$ cat config.mk
export PLATFORM = sky130hd
export DESIGN_NAME = miner_job_ctrl
export DESIGN_NICKNAME = d
export VERILOG_FILES = /design/src/rtl/miner_job_ctrl.sv
export SDC_FILE = /design/constraint.sdc
export NUM_CORES = 1
export LEC_CHECK = 0
export ABC_AREA = 1
export ABC_CLOCK_PERIOD_IN_PS = 2100
export CAP_MARGIN = 15
export CORE_UTILIZATION = 40
export CTS_CLUSTER_DIAMETER = 50
export CTS_CLUSTER_SIZE = 10
export DETAILED_ROUTE_END_ITERATION = 16
export GPL_ROUTABILITY_DRIVEN = 1
export PLACE_DENSITY = 0.68
export SETUP_SLACK_MARGIN = 0.05
export SLEW_MARGIN = 10
export SYNTH_ARGS = -nofsm -noshare
export SYNTH_HDL_FRONTEND = slang
export SYNTH_SLANG_ARGS = --single-unit
$ cat constraint.sdc
create_clock -name clk -period 2.1 [get_ports clk]
set_clock_uncertainty 0.2 [all_clocks]
set_input_delay 0.315 -clock clk [delete_from_list [all_inputs] [get_ports clk]]
set_output_delay 0.315 -clock clk [all_outputs]
set_load 0.05 [all_outputs]
$ cat src/rtl/miner_job_ctrl.sv
// Host command sequencer: parses LOAD/READ/START/STATUS byte commands and masters the register-file byte port.
// Optional inter-byte command timeout is built only when CMD_TIMEOUT_EN is defined.
module miner_job_ctrl #(
  parameter int unsigned NUM_CFG_BYTES  = 76,
  parameter int unsigned CFG_BASE       = 5,
  parameter int unsigned TIMEOUT_CYCLES = 1000000
) (
  input  logic       clk,
  input  logic       reset,
  input  logic [7:0] rx_data,
  input  logic       rx_valid,
  output logic       rx_ready,
  output logic [7:0] tx_data,
  output logic       tx_valid,
  input  logic       tx_ready,
  output logic [6:0] reg_num,
  output logic       reg_wr,
  output logic [7:0] reg_wdata,
  input  logic [7:0] reg_rdata,
  input  logic       core_busy,
  output logic       core_start
);

  typedef enum logic [2:0] {
    IDLE, LOAD, RD_ADDR, RD_DATA, STAT, START, RESP
  } state_t;

  localparam logic [7:0] OP_LOAD   = 8'h01;
  localparam logic [7:0] OP_READ   = 8'h02;
  localparam logic [7:0] OP_START  = 8'h03;
  localparam logic [7:0] OP_STATUS = 8'h04;
  localparam logic [7:0] REPLY_OK  = 8'hA5;
  localparam logic [7:0] REPLY_ERR = 8'hEE;
  localparam logic [7:0] REPLY_TMO = 8'hE7;
  localparam logic [6:0] BASE7     = 7'(CFG_BASE);
  localparam logic [6:0] LAST_IDX  = 7'(NUM_CFG_BYTES - 1);
  localparam logic [6:0] STAT_LAST = 7'd4;

  if (TIMEOUT_CYCLES < 2) begin : g_bad_timeout
    $error("TIMEOUT_CYCLES must be at least 2");
  end

  state_t     state;
  logic [6:0] byte_cnt;
  logic       busy_at_op;
  logic       stat_phase;
  logic       rx_hs;
  logic       timed_out;

  assign rx_hs = rx_valid & rx_ready;

`ifdef CMD_TIMEOUT_EN
  localparam int unsigned TW = $clog2(TIMEOUT_CYCLES);
  logic [TW-1:0] idle_cnt;
  logic          waiting;

  assign waiting = (state == LOAD) || (state == RD_ADDR);
  // Fires one cycle early so the registered E7 reply appears on the TIMEOUT_CYCLES-th idle cycle.
  assign timed_out = waiting && !rx_hs && (idle_cnt == TW'(TIMEOUT_CYCLES - 2));

  always_ff @(posedge clk) begin
    if (reset || rx_hs || !waiting) idle_cnt <= '0;
    else if (!timed_out)            idle_cnt <= idle_cnt + 1'b1;
  end
`else
  assign timed_out = 1'b0;
`endif

  always_ff @(posedge clk) begin
    if (reset) begin
      state      <= IDLE;
      rx_ready   <= 1'b0;
      tx_valid   <= 1'b0;
      tx_data    <= '0;
      reg_num    <= '0;
      reg_wr     <= 1'b0;
      reg_wdata  <= '0;
      core_start <= 1'b0;
      byte_cnt   <= '0;
      busy_at_op <= 1'b0;
      stat_phase <= 1'b0;
    end else begin
      reg_wr     <= 1'b0;
      core_start <= 1'b0;
      case (state)
        IDLE: begin
          rx_ready <= 1'b1;
          if (rx_hs) begin
            case (rx_data)
              OP_LOAD: begin
                state      <= LOAD;
                byte_cnt   <= '0;
                busy_at_op <= core_busy;
              end
              OP_READ:  state <= RD_ADDR;
              OP_START: begin
                state    <= START;
                rx_ready <= 1'b0;
              end
              OP_STATUS: begin
                state      <= STAT;
                reg_num    <= '0;
                stat_phase <= 1'b0;
                rx_ready   <= 1'b0;
              end
              default: begin
                tx_data  <= REPLY_ERR;
                tx_valid <= 1'b1;
                state    <= RESP;
                rx_ready <= 1'b0;
              end
            endcase
          end
        end
        LOAD: begin
          if (rx_hs) begin
            if (!busy_at_op) begin
              reg_wr    <= 1'b1;
              reg_num   <= BASE7 + byte_cnt;
              reg_wdata <= rx_data;
            end
            if (byte_cnt == LAST_IDX) begin
              tx_data  <= busy_at_op ? REPLY_ERR : REPLY_OK;
              tx_valid <= 1'b1;
              state    <= RESP;
              rx_ready <= 1'b0;
            end else begin
              byte_cnt <= byte_cnt + 7'd1;
            end
          end else if (timed_out) begin
            tx_data  <= REPLY_TMO;
            tx_valid <= 1'b1;
            state    <= RESP;
            rx_ready <= 1'b0;
          end
        end
        RD_ADDR: begin
          if (rx_hs) begin
            reg_num  <= rx_data[6:0];
            state    <= RD_DATA;
            rx_ready <= 1'b0;
          end else if (timed_out) begin
            tx_data  <= REPLY_TMO;
            tx_valid <= 1'b1;
            state    <= RESP;
            rx_ready <= 1'b0;
          end
        end
        RD_DATA: begin
          tx_data  <= reg_rdata;
          tx_valid <= 1'b1;
          state    <= RESP;
        end
        STAT: begin
          // Each address gets a settle cycle then a sample cycle; next address only after handshake.
          if (tx_valid) begin
            if (tx_ready) begin
              tx_valid <= 1'b0;
              if (reg_num == STAT_LAST) begin
                state    <= IDLE;
                rx_ready <= 1'b1;
              end else begin
                reg_num    <= reg_num + 7'd1;
                stat_phase <= 1'b0;
              end
            end
          end else if (!stat_phase) begin
            stat_phase <= 1'b1;
          end else begin
            tx_data  <= reg_rdata;
            tx_valid <= 1'b1;
          end
        end
        START: begin
          core_start <= !core_busy;
          tx_data    <= core_busy ? REPLY_ERR : REPLY_OK;
          tx_valid   <= 1'b1;
          state      <= RESP;
        end
        RESP: begin
          if (tx_ready) begin
            tx_valid <= 1'b0;
            state    <= IDLE;
            rx_ready <= 1'b1;
          end
        end
        default: begin
          state    <= IDLE;
          rx_ready <= 1'b0;
          tx_valid <= 1'b0;
        end
      endcase
    end
  end

endmodule

==> run_results.csv, run 1 <==
group,metric,value,unit
outcome,status,"complete, no violations",
clocking,clock_sinks,39,
die,die_h,82.2,µm
final_layout,final_core_util,56.4,%
yosys,synthAdderAreaFrac,1.46,%
sta,rsz0062_at_grt,"yes",
yosys,syn-cell-area,0.00257,mm²
sta,fin_crit,1.98,ns
clocking,cts-buffers-inserted,5,
yosys,synth_top_family_by_area,"simple AND/OR/NAND/NOR gates",
final_layout,layout-drive-gt1-share,16.5,%
die,dieArea,0.00676,mm²
hold_path,worstHoldEndpoint,"stat_phase$_SDFFE_PP0P_",
pwr,power_frac_seq,22.2,%
hold_path,hold_depth,2,
setup_path,cp_max_fo,3,
yosys,syn_inst,415,
pwr,pwr-share-clk,15.1,%
pwr,sw_frac_of_total,49.4,%
pwr,p_per_area,1330,mW/mm²
setup_path,worstPathRequired,1.58,ns
setup_path,regToRegSetupSlack,0.21,ns
setup_path,crit_arrival,1.47,ns
yosys,synthSimpleGateAreaFrac,41.1,%
flow_run,drv_cap,0,
sta,relSlewSlack,55.1,%
yosys,syn_avg_cell_area,6.20,µm²
route,vias,2718,
setup_path,end_kind,"primary output",
global_route,grt_pass1_wl,11.3,mm
route,routedWlPerCell,12.1,µm
placed_design,place.port_buffers,47,
route,avgViaCountPerCell,4.81,
final_layout,antenna_cells,0,
setup_path,slowest_stage,"clkdlybuf4s50_1",
sta,max_freq,505,MHz
setup_path,critPathKind,"reg -> out",
pwr,power_switching,2.24,mW
sta,timing.final.crit_share,94.4,%
yosys,synth_compound_area_share,12.8,%
die,core_area,0.00606,mm²
setup_path,cpPeakStageDelay,0.81,ns
clocking,clk_latency,0.30,ns
yosys,seq_area_frac_synth,30.4,%
final_layout,area_growth_syn_to_layout,32.8,%
sta,worst_pin_slew,0.673,ns
sta,setup_viol,0,
setup_path,path_buf_inv,1,
clocking,postCtsHoldBufs,0,
placed_design,gp_congestion,0.887,
pwr,p_int,2.29,mW
sta,tns,0,ns
clocking,cts_tree,"yes",
final_layout,nets,513,
route,drt_iter0_markers,148,
hold_path,hp-class,"reg -> reg",
clocking,htreeDepth,2,
route,wirelength,6.83,mm
yosys,synth_nets,439,
setup_path,r2r-end,"tx_data[4]$_SDFFE_PP0P_",
sta,finalHoldViolCount,0,
global_route,grt_pass1_vias,2429,
clocking,clockRootBuffer,"clkbuf_8",
die,die_w,82.2,µm
yosys,yosysWarnings,0,
yosys,synth_seq_cells,39,
global_route,antenna_found_initial,0,
global_route,grt_start_max_net_pins,22,
clocking,clockBufferDepth,2,
yosys,synthXorXnorAreaFrac,1.70,%
die,io_pins,48,
pwr,finalPower,4.54,mW
sta,maxSlewViolCount,0,
route,drc,0,
die,fp-row-count,28,
global_route,grt_overflow,0,
hold_path,worstHoldStart,"stat_phase$_SDFFE_PP0P_",
die,initial_core_util,42.4,%
setup_path,crit_chain,"clkdlybuf4s50_1",
setup_path,cp_top_family,"buffers and inverters",
yosys,muxShareOfSynthArea,0,%
setup_path,r2r_cells,8,
route,ant_nets,0,
yosys,synthDistinctLibCells,31,
setup_path,startpoint_type,"flip-flop",
route,firstDrtPassIters,4,
placed_design,hpwl,5.31,mm
pwr,peakVddDrop,719,µV
global_route,grtUsageTotal,21.8,%
clocking,path_clk_slew,0.09,ns
setup_path,timing.rr.start,"state[0]$_SDFFE_PP0P_",
sta,fin_hold_ws,0.290,ns
pwr,combPwrFrac,62.7,%
pwr,p_leak,1.53,nW
worst max-delay path by stage:
stage                            startpoint                      end  slack (ns)  cells past startpoint
floorplan           reg_num[0]$_SDFFE_PP0P_  reg_num[0]$_SDFFE_PP0P_        0.12                     11
CTS                   rx_ready$_SDFFE_PP0P_                 rx_ready        0.11                      1
detailed placement               rx_data[0]  tx_data[4]$_SDFFE_PP0P_       -0.07                     12
finish              reg_num[5]$_SDFFE_PP0P_               reg_num[5]        0.12                      1
global route                     rx_data[7]  tx_data[4]$_SDFFE_PP0P_        0.03                     11
global placement                 rx_data[0]  tx_data[4]$_SDFFE_PP0P_       -0.02                     12
cell families (layout without fill, tap and decap cells):
group,count (synthesis),after routing
adder cells (fa/ha/maj),3,3
buffers and inverters,77,152
AND/OR/NAND/NOR,234,234
flip-flops,39,39
AO/OA/AOI/OAI,57,57
XOR/XNOR,5,5
synthesized netlist by cell type:
cell type | n | area (µm²)
nor2_1 | 74 | 278
inv_2 | 7 | 26.3
nand4_1 | 12 | 75.1
nand2_4 | 1 | 11.3
buf_6 | 3 | 33.8
o211ai_1 | 3 | 22.5
a21oi_1 | 26 | 130
ha_1 | 3 | 37.5
dfxtp_1 | 39 | 781
o21a_4 | 1 | 15.0
a21oi_2 | 2 | 17.5
nand2_1 | 101 | 379
o21bai_1 | 1 | 7.51
nor3_1 | 5 | 25.0
inv_4 | 1 | 6.26
clkinv_2 | 1 | 5.00
nor2_2 | 4 | 25.0
nand4_4 | 1 | 21.3
buf_4 | 2 | 15.0
clkbuf_1 | 4 | 15.0
o21ai_0 | 21 | 105
nand3_4 | 2 | 35.0
nand3_1 | 20 | 100
nand2_2 | 9 | 56.3
inv_1 | 59 | 221
xor2_1 | 4 | 35.0
nor2_4 | 4 | 45.0
xnor2_1 | 1 | 8.76
a21oi_4 | 1 | 16.3
nand3b_1 | 1 | 7.51
a211oi_1 | 2 | 15.0
through the flow:
stage	setup slack, ns	cells	cell area, µm²
after detailed placement	-0.0704	554	3260
after global routing	0.0282	565	3420
after global placement	-0.0215	554	3260
after floorplan	0.124	415	2570
final	0.118	565	3420
after CTS	0.109	562	3380
area by class of cell:
type                    instances  area (µm²)
multi-input cells             299        1480
flip-flops and latches         39         781
fillers                       610        2640
repair buffers                 76         683
inverters                      68         259
clock inverters                 2        38.8
well taps                      75        93.8
clock buffers                   6        82.6
registers in the layout, summed over array words and instances (netlist names):
register    count
reg_wdata       8
tx_data         8
byte_cnt        7
reg_num         7
state           3
busy_at_op      1
core_start      1
reg_wr          1
rx_ready        1
stat_phase      1
tx_valid        1
power by group through the flow:
stage	Combinational, mW	Clock, mW	Sequential [mW]
after detailed placement	2.77	0	1.02
after CTS	2.79	0.706	1.01
after floorplan	1.73	0	1.32
final	2.84	0.684	1.01
after global placement	2.75	0	1.03
after global routing	3.15	0.736	1.03
layout by cell type, fill, tap and decap left out:
master	Yosys	final
nand4_1	12	12
a211oi_1	2	2
clkdlybuf4s50_1	0	40
buf_12	0	1
ha_1	3	3
xnor2_1	1	1
nand4_4	1	1
a21oi_4	1	1
buf_4	2	35
a21oi_1	26	26
nor3_1	5	5
nand2_1	101	101
o21bai_1	1	1
nor2_2	4	6
nand3_4	2	2
nand2_2	9	9
nor2_4	4	4
nand3_2	0	1
nand2_4	1	1
o21ai_0	21	20
dfxtp_1	39	39
nand3b_1	1	1
inv_1	59	59
o211ai_1	3	3
clkinv_2	1	1
inv_6	0	1
a21oi_2	2	2
o21ai_1	0	1
bufinv_16	0	1
clkbuf_8	0	6
nor2_1	74	72
o21a_4	1	1
xor2_1	4	4
inv_2	7	7
nand3_1	20	19
inv_4	1	1
what timing repair did:
item | 4_1_cts | 5_1_grt
setup buffers | 0 | 3
endpoints found under the setup margin | 0 | 10
resized for setup | 0 | 4
metal layers:
metal,share of wire [%],global-route usage (%)
met3,4.7,2.53
met4,0.94,6.84
met2,43,32.6
met1,52,32.1
met5,0,0
Power figures use the tool's default switching activity.
==> inputs of run 2 (changes only) <==
- ABC_AREA: 1 -> default
- SLEW_MARGIN: 10 -> default
==> run 2 against run 1 <==
  * The flow now finishes with violations (setup timing)
  * First-iteration DRC count up 39%
  * Flip-flop and latch count unchanged
  * Area after synthesis decreased by 5.1%
  * Total power is 11% lower
  * Synthesized cell count fell by 31%
  * Die area is 4.9% lower
  * Cell count shrank 19%
  * Design area is 11% higher
  * Worst setup slack worse by 0.19 ns
  * Sequential share of layout area decreased by 1.6 points
==> run_results.csv, run 2 <==
group,metric,value,unit
outcome,status,"finished, violations left",
outcome,violations,"setup timing",
die,die_h,80.1,µm
global_route,grt_pass1_wl,11.8,mm
sta,setup_slack,-0.0754,ns
final_layout,nets,407,
global_route,grtUsageTotal,23.9,%
pwr,power_switching,1.81,mW
yosys,synth_common_cells,"dfxtp_1, nor2_1, mux2i_1, nand2_1, o21ai_0",
die,dieArea,0.00642,mm²
setup_path,startpoint_type,"flip-flop",
sta,worst_pin_slew,0.504,ns
pwr,p_int,2.23,mW
final_layout,final_core_util,64.0,%
clocking,clockBufferDepth,2,
yosys,synthFlopType,"dfxtp_1",
setup_path,end_kind,"flip-flop",
pwr,sw_frac_of_total,44.7,%
yosys,synth-edff-count,0,
clocking,clockRootBuffer,"clkbuf_8",
setup_path,worstPathRequired,2.09,ns
final_layout,reg_top3,"reg_wdata (8), tx_data (8)",
placed_design,place_area,0.00331,mm²
final_layout,finalInstanceArea,0.00379,mm²
yosys,syn_avg_cell_area,8.51,µm²
setup_path,cp_max_fo,5,
die,io_pins,48,
pwr,p_leak,1.46,nW
yosys,yosysMostFrequentCell,"dfxtp_1",
die,die_w,80.1,µm
global_route,antenna_found_initial,0,
setup_path,critPathKind,"reg -> reg",
die,core_area,0.00592,mm²
global_route,grt_overflow,0,
yosys,async_reset_ff_share,0,%
die,fp-row-count,28,
pwr,combPwrFrac,62.4,%
route,vias,2599,
route,avgViaCountPerCell,5.67,
clocking,clock_sinks,39,
yosys,yosys.area.top_type,"dfxtp_1",
route,ant_nets,0,
route,firstDrtPassIters,6,
yosys,synth.area.top_cells,"dfxtp_1, mux2i_1, nor2_1",
clocking,postCtsHoldBufs,0,
sta,fin_crit,2.18,ns
sta,setup_viol,8,
hold_path,hp-class,"in -> reg",
yosys,yosysWarnings,0,
global_route,grt_start_max_net_pins,28,
route,drt_iter0_markers,206,
global_route,grt_pass1_vias,2425,
yosys,syn-cell-area,0.00244,mm²
yosys,syn_inst,287,
setup_path,crit_arrival,2.17,ns
clocking,cts-buffers-inserted,5,
final_layout,antenna_cells,0,
yosys,synth_seq_cells,39,
pwr,power_frac_seq,24.4,%
die,initial_core_util,41.3,%
sta,max_freq,460,MHz
placed_design,place.port_buffers,47,
sta,maxSlewViolCount,0,
route,routedWlPerCell,16.2,µm
final_layout,mostFrequentLayoutCell,"buf_4",
final_layout,area_growth_syn_to_layout,55.1,%
route,wirelength,7.40,mm
sta,timing.final.crit_share,104,%
pwr,pwr-share-clk,13.2,%
yosys,synthDistinctLibCells,63,
final_layout,layout_common_cells,"buf_4, nor2_1, clkdlybuf4s50_1",
clocking,path_clk_slew,0.07,ns
yosys,seq_area_frac_synth,32.0,%
clocking,htreeDepth,2,
sta,rsz0062_at_grt,"yes",
flow_run,drv_cap,0,
pwr,peakVddDrop,549,µV
placed_design,gp_congestion,0.942,
sta,relSlewSlack,66.3,%
clocking,cts_tree,"yes",
final_layout,layout-drive-gt1-share,35.5,%
yosys,synth_top_cell_area_share,32.0,%
final_layout,fillCellCount,514,
clocking,clk_latency,0.30,ns
sta,finalHoldViolCount,0,
route,drc,0,
placed_design,hpwl,5.15,mm
pwr,p_per_area,1070,mW/mm²
yosys,synth_nets,311,
[run 2: cell count changes in the layout (fill, tap and decap cells not counted), sizes merged, moves of 7 or more]
cell	before	now
nand2	111	17
inv	68	12
nor2	82	32
buf	36	66
mux2i	0	18
a21oi	29	13
nand3	22	6
nand4	13	1
clkdlybuf4s50	40	31
dlygate4sd2	0	7
nor4	0	7
o21ai	21	14
[run 2: cell families (layout without fill, tap and decap cells)]
family                     Yosys count  after routing  share of synthesized area, %
and+or+nand+nor                     96             97                          21.3
AOI/OAI and AO/OA                   84             84                          25.1
DFF                                 39             39                          32.0
buffers and inverters               32            127                          7.38
muxes                               18             18                          7.38
xor gates and xnor gates            15             15                          5.38
adders and majority gates            3              3                          1.54
[run 2: layer usage]
layer	global-route usage [%]	up-vias	share of wire (%)
met3	4.66	14	4.8
li1	-	1253	-
met2	38.9	71	49
met1	31.0	1261	44
met5	0	-	0
met4	9.29	0	2.1
[run 2: layout make-up]
class / count / area [µm²] / share of cell area, %
clock inverter: 1 / 5.00 / 0.132
multi-input combinational: 217 / 1810 / 47.7
tap: 75 / 93.8 / 2.48
sequential: 39 / 805 / 21.2
timing repair buffer: 107 / 945 / 24.9
inverter: 13 / 48.8 / 1.29
clock buffer: 6 / 82.6 / 2.18
[run 2: power groups by stage]
stage | combinational (mW) | clock (mW) | sequential (mW)
2_1_floorplan | 1.00 | 0 | 1.31
3_3_place_gp | 1.91 | 0 | 0.985
3_5_place_dp | 1.94 | 0 | 0.991
4_1_cts | 2.23 | 0.540 | 0.979
5_1_grt | 2.69 | 0.577 | 0.999
6_report | 2.52 | 0.532 | 0.986
[run 2: critical path: stages, from the launching register on]
cell	delay (ns)
dfxtp_2	0.33
nor4b_4	0.35
a31oi_4	0.16
a311o_1	0.36
buf_4	0.16
or2_4	0.27
a31o_4	0.24
[run 2: worst paths after layout]
path	start	to	slack (ns)	cells past startpoint
worst max register to register	byte_cnt[2]$_SDFFE_PP0P_	tx_data[6]$_SDFFE_PP0P_	-0.08	6
worst min-delay path	rx_data[3]	reg_wdata[3]$_SDFFE_PP0P_	0.25	4
worst max-delay path	byte_cnt[2]$_SDFFE_PP0P_	tx_data[6]$_SDFFE_PP0P_	-0.08	6
worst min register to register	stat_phase$_SDFFE_PP0P_	stat_phase$_SDFFE_PP0P_	0.27	2
[run 2: per-stage QoR]
step / instances / setup TNS, ns / hold slack, ns / setup slack, ns / power, mW
6_report: 458 / -0.319 / 0.252 / -0.0754 / 4.04
5_1_grt: 458 / -0.856 / 0.306 / -0.103 / 4.27
4_1_cts: 455 / -0.201 / 0.268 / -0.0681 / 3.75
3_5_place_dp: 442 / -11.28 / 0.253 / -0.529 / 2.93
3_3_place_gp: 442 / -10.93 / 0.249 / -0.495 / 2.90
2_1_floorplan: 287 / -0.140 / 0.194 / -0.0350 / 2.31
[run 2: what timing repair did]
item,in CTS,in global routing
buffers inserted,5,2
gates cloned,1,1
resized for setup,42,35
pin swaps,22,14
setup endpoints to repair,28,29
==> inputs of run 3 (changes only) <==
- CTS_CLUSTER_DIAMETER: 50 -> default
==> results of run 3 <==
Same layout as run 2: the final DEF is identical, and so are final timing and power.
